<file path="src/rtl/recibidor_serial_8b.sv">
// Serial-to-byte receiver: hunts for SYNC_BYTE alignment on a 1-bit stream at clk_32f,
// goes active after SYNC_COUNT aligned sync bytes, then emits one byte per 8 bits.
module recibidor_serial_8b #(
  parameter logic [7:0]  SYNC_BYTE  = 8'hBC,
  parameter int unsigned SYNC_COUNT = 4
) (
  input  logic       clk_32f,
  input  logic       reset,
  input  logic       data_in,
  output logic [7:0] data_out,
  output logic       valid_out,
  output logic       active
);

  localparam int unsigned BYTE_W = 8;
  localparam int unsigned CNT_W  = 3;
  localparam logic [CNT_W-1:0] SYNC_TARGET = CNT_W'(SYNC_COUNT);
  localparam logic [CNT_W-1:0] LAST_BIT    = CNT_W'(BYTE_W - 1);

  typedef enum logic [1:0] {HUNT, LOCK, ACTIVE} state_t;

  state_t              state, state_d;
  logic [BYTE_W-1:0]   sr;
  logic [BYTE_W-1:0]   w;
  logic [CNT_W-1:0]    bit_cnt, bit_cnt_d;
  logic [CNT_W-1:0]    bc_cnt, bc_cnt_d;
  logic [CNT_W-1:0]    bc_inc;
  logic [BYTE_W-1:0]   data_d;
  logic                valid_d;
  logic                active_d;
  logic                is_sync;
  logic                boundary;

  // Sliding window: the last 8 bits including the one sampled on this edge
  assign w        = {sr[BYTE_W-2:0], data_in};
  assign is_sync  = (w == SYNC_BYTE);
  assign boundary = (bit_cnt == LAST_BIT);
  assign bc_inc   = bc_cnt + CNT_W'(1);

  always_ff @(posedge clk_32f or posedge reset) begin
    if (reset) begin
      state     <= HUNT;
      sr        <= '0;
      bit_cnt   <= '0;
      bc_cnt    <= '0;
      data_out  <= '0;
      valid_out <= 1'b0;
      active    <= 1'b0;
    end else begin
      state     <= state_d;
      sr        <= w;
      bit_cnt   <= bit_cnt_d;
      bc_cnt    <= bc_cnt_d;
      data_out  <= data_d;
      valid_out <= valid_d;
      active    <= active_d;
    end
  end

  // Next-state and registered-output values
  always_comb begin
    state_d   = state;
    bit_cnt_d = bit_cnt;
    bc_cnt_d  = bc_cnt;
    data_d    = data_out;
    valid_d   = valid_out;
    active_d  = active;
    case (state)
      HUNT: begin
        bit_cnt_d = '0;
        if (is_sync) begin
          bc_cnt_d = CNT_W'(1);
          if (SYNC_COUNT == 1) begin
            state_d  = ACTIVE;
            active_d = 1'b1;
          end else begin
            state_d = LOCK;
          end
        end
      end
      LOCK: begin
        bit_cnt_d = bit_cnt + CNT_W'(1);
        if (boundary) begin
          if (is_sync) begin
            bc_cnt_d = bc_inc;
            if (bc_inc == SYNC_TARGET) begin
              state_d  = ACTIVE;
              active_d = 1'b1;
            end
          end else begin
            state_d  = HUNT;
            bc_cnt_d = '0;
          end
        end
      end
      ACTIVE: begin
        bit_cnt_d = bit_cnt + CNT_W'(1);
        // Sync bytes are idle fill: drop valid but keep the last data byte
        if (boundary) begin
          if (is_sync) begin
            valid_d = 1'b0;
          end else begin
            data_d  = w;
            valid_d = 1'b1;
          end
        end
      end
      default: begin
        state_d = HUNT;
      end
    endcase
  end

endmodule
</file>
<file path="config.mk">
export PLATFORM = sky130hd
export DESIGN_NAME = recibidor_serial_8b
export DESIGN_NICKNAME = d
export VERILOG_FILES = /design/src/rtl/recibidor_serial_8b.sv
export SDC_FILE = /design/constraint.sdc
export NUM_CORES = 1
export LEC_CHECK = 0
export ABC_AREA = 1
export CAP_MARGIN = 20
export CORE_MARGIN = 1.5
export CORE_UTILIZATION = 54
export CTS_CLUSTER_DIAMETER = 200
export CTS_CLUSTER_SIZE = 10
export DETAILED_ROUTE_END_ITERATION = 10
export HOLD_SLACK_MARGIN = 0.06
export PLACE_DENSITY = 0.8
export SYNTH_ARGS = -nofsm -noshare
export SYNTH_HDL_FRONTEND = slang
export SYNTH_SLANG_ARGS = --single-unit
</file>
<file path="constraint.sdc">
create_clock -name clk_32f -period 1.5 [get_ports clk_32f]
set_input_delay 0.45 -clock clk_32f [delete_from_list [all_inputs] [get_ports clk_32f]]
set_output_delay 0.45 -clock clk_32f [all_outputs]
set_load 0.02 [all_outputs]
</file>
==> impl_metrics.json <==
{
  "netlist_instances": 123,
  "min_from": "sr[5]",
  "placed_cell_area_mm2": 0.00140,
  "overflow": 0,
  "final-setup-viol-count": 0,
  "gp_routability_congestion": 0.762,
  "synthFlopType": "dfrtp_1",
  "fin_crit_sh_pct": 95.0,
  "cts_tree": "yes",
  "htreeDepth": 1,
  "setup.worst_path.end_class": "register",
  "dpl.hpwl_um": 1540,
  "cts_hold_buf": 0,
  "placedCellCount": 167,
  "async_reset_ff_share_pct": 100,
  "yosysMostFrequentCell": "nand2_1",
  "route.detailed.drc": 0,
  "wirelength_um": 2000,
  "grt.total_usage_pct": 18.9,
  "die_y_um": 50.5,
  "yosysSeqAreaShare_pct": 51.3,
  "synthTopCellsByCount": "nand2_1 (30), dfrtp_1 (25), nand3_1 (13)",
  "clock_latency_ns": 0.30,
  "drive_above_1_share_pct": 35.0,
  "initial_core_util_pct": 56.2,
  "core_area_mm2": 0.00217,
  "avgSynthCellArea_um2": 9.92,
  "io_buffers": 12,
  "cp-start-kind": "register",
  "worstPathMaxFanout": 5,
  "synth_area_leaders": "dfrtp_1 (51%), ha_1 (9.2%), nand2_1 (9.2%)",
  "setup.worst_path.class": "reg -> reg",
  "critPathMaxStageDelay_ns": 0.42,
  "rsz0062_at_grt": "true",
  "grt_pass1_vias": 861,
  "fin_crit_ns": 1.43,
  "clkSlewWorstSetupHoldPaths_ns": 0.13,
  "crit_chain": "ha_2 > ha_2 > or2_4 > nand3_4 > clkinv_2 > nand2_1 > nand2_1",
  "leakage_nw": 0.715,
  "yosysTopAreaCellShare_pct": 51.3,
  "via_per_inst": 4.98,
  "post_drt_wl_per_cell_um": 11.7,
  "instances_no_fill": 171,
  "ys_types": 23,
  "diodes": 0,
  "p_per_area_mw_per_mm2": 1110,
  "yosysTopAreaCell": "dfrtp_1",
  "worst_clock_skew_ns": 0.00221,
  "r2r_cells": 7,
  "first_pass_iters": 4,
  "critical_path.reg2reg.startpoint": "bit_cnt[0]",
  "io_pins": 13,
  "finalHoldViolations": 0,
  "outcome": "finished, final reports clean",
  "final_area_mm2": 0.00139,
  "max_clock_freq_mhz": 702,
  "cts.sinks": 25,
  "ys_ff_latch": 25,
  "critical_path_arrival_ns": 1.64,
  "cts_buffers": 3,
  "r2r_setup_slack_ns": 0.07,
  "required_ns": 1.71,
  "slowest_stage": "dfrtp_1",
  "hp-class": "reg -> reg",
  "worst_slew_pin_slew_ns": 0.314,
  "drt_iter0_drc": 11,
  "rows": 17,
  "syn_area_mm2": 0.00122,
  "crit_start": "bit_cnt[0]",
  "synth_edf_count": 0,
  "fin_nets": 156,
  "grt_max_degree": 26,
  "root_buffer": "clkbuf_4",
  "post-route-util_pct": 63.8,
  "cts_buffer_depth": 2,
  "yosysWarningCount": 0,
  "detail-route-antenna-nets": 0,
  "maxCapViolations": 0,
  "slew_headroom_pct": 79.1,
  "dieArea_mm2": 0.00255,
  "area_growth_pct": 13.5,
  "slew_violations": 0,
  "syn_nets": 135,
  "die_x_um": 50.5,
  "vias": 851,
  "grt_first_pass_wirelength_um": 3590,
  "ir_worst_vdd_uv": 746,
  "antenna_found_initial": 0,
  "min_path_cells": 0
}
## critical path, delay by kind of cell (launching register included)
| family | cells | cell delay (ns) |
|---|---|---|
| adders and majority gates | 2 | 0.38 |
| buffers and inverters | 1 | 0.06 |
| DFF | 1 | 0.42 |
| and+or+nand+nor | 4 | 0.46 |
## cell type report
| cell class | count | area, um2 |
|---|---|---|
| Fill cell | 192 | 785 |
| Sequential cell | 25 | 626 |
| Multi-Input combinational cell | 86 | 547 |
| Timing Repair Buffer | 17 | 108 |
| Inverter | 11 | 42.5 |
| Tap cell | 28 | 35.0 |
| Clock buffer | 3 | 22.5 |
| Clock inverter | 1 | 5.00 |
## sequential cells by signal (all words and copies together) (netlist names)
signal / flops
active: 1
bc_cnt: 3
bit_cnt: 3
data_out: 8
sr: 7
state: 2
valid_out: 1
## worst paths after layout
path                               endpoint
worst max register to register    bc_cnt[0]
max in group asynchronous         bc_cnt[1]
min in group asynchronous       data_out[0]
worst min register to register        sr[6]
worst max-delay path              bc_cnt[0]
worst min-delay path                  sr[6]
## report_power, final
part / switching [mW] / internal, mW / leakage (nW)
clock: 0.187 / 0.0994 / 0.0177
sequential: 0.0663 / 0.740 / 0.322
combinational: 0.249 / 0.195 / 0.375
## per-stage QoR
stage	worst slack (ns)	power (mW)	hold WS, ns	setup TNS (ns)
floorplan	0.127	1.16	0.373	0
global placement	-0.189	1.23	0.374	-2.10
detailed placement	-0.246	1.26	0.380	-2.49
CTS	0.00232	1.55	0.412	0
global route	-0.0242	1.66	0.418	-0.0296
finish	0.0745	1.54	0.408	0
## cell families (layout without fill, tap and decap cells)
kind of cell,after synthesis,count (layout),share of synthesized area (%)
buffers and inverters,12,32,4.72
AND/OR/NAND/NOR,68,68,29.3
adder cells (fa/ha/maj),9,9,9.23
AO/OA/AOI/OAI,9,9,5.44
flip-flops,25,25,51.3
## what timing repair did
| item | in CTS | in global routing |
|---|---|---|
| setup buffers | 0 | 0 |
| resized for setup | 16 | 20 |
| endpoints found under the setup margin | 12 | 20 |
| pin swaps | 1 | 0 |
| cloned | 0 | 0 |
## routing by layer
layer,track usage (%),wire (um)
met5,0,0
met2,30.7,993
met4,9.46,44
met1,24.3,908
met3,3.57,55
## cell usage in the layout (no fill, tap or decap)
cell type / netlist / final
nand2_1: 30 / 30
dfrtp_1: 25 / 25
nand3_1: 13 / 13
nand2_2: 11 / 11
clkbuf_2: 0 / 10
ha_1: 9 / 6
inv_1: 7 / 5
inv_2: 3 / 5
buf_4: 0 / 5
nor2_1: 4 / 3
ha_2: 0 / 3
clkbuf_4: 0 / 3
nor2_4: 2 / 2
nand2_4: 2 / 2
o21ai_2: 2 / 2
nand4_1: 2 / 2
clkinv_2: 1 / 2
o21ai_1: 2 / 2
a21oi_1: 2 / 2
clkdlybuf4s50_1: 0 / 2
or2_4: 1 / 1
a21oi_4: 1 / 1
nor2_2: 0 / 1
or2_1: 1 / 1
or2_2: 1 / 1
nand3_4: 1 / 1
o21ai_0: 1 / 1
o21bai_1: 1 / 1
No activity file was read; power rests on OpenSTA's default activity.
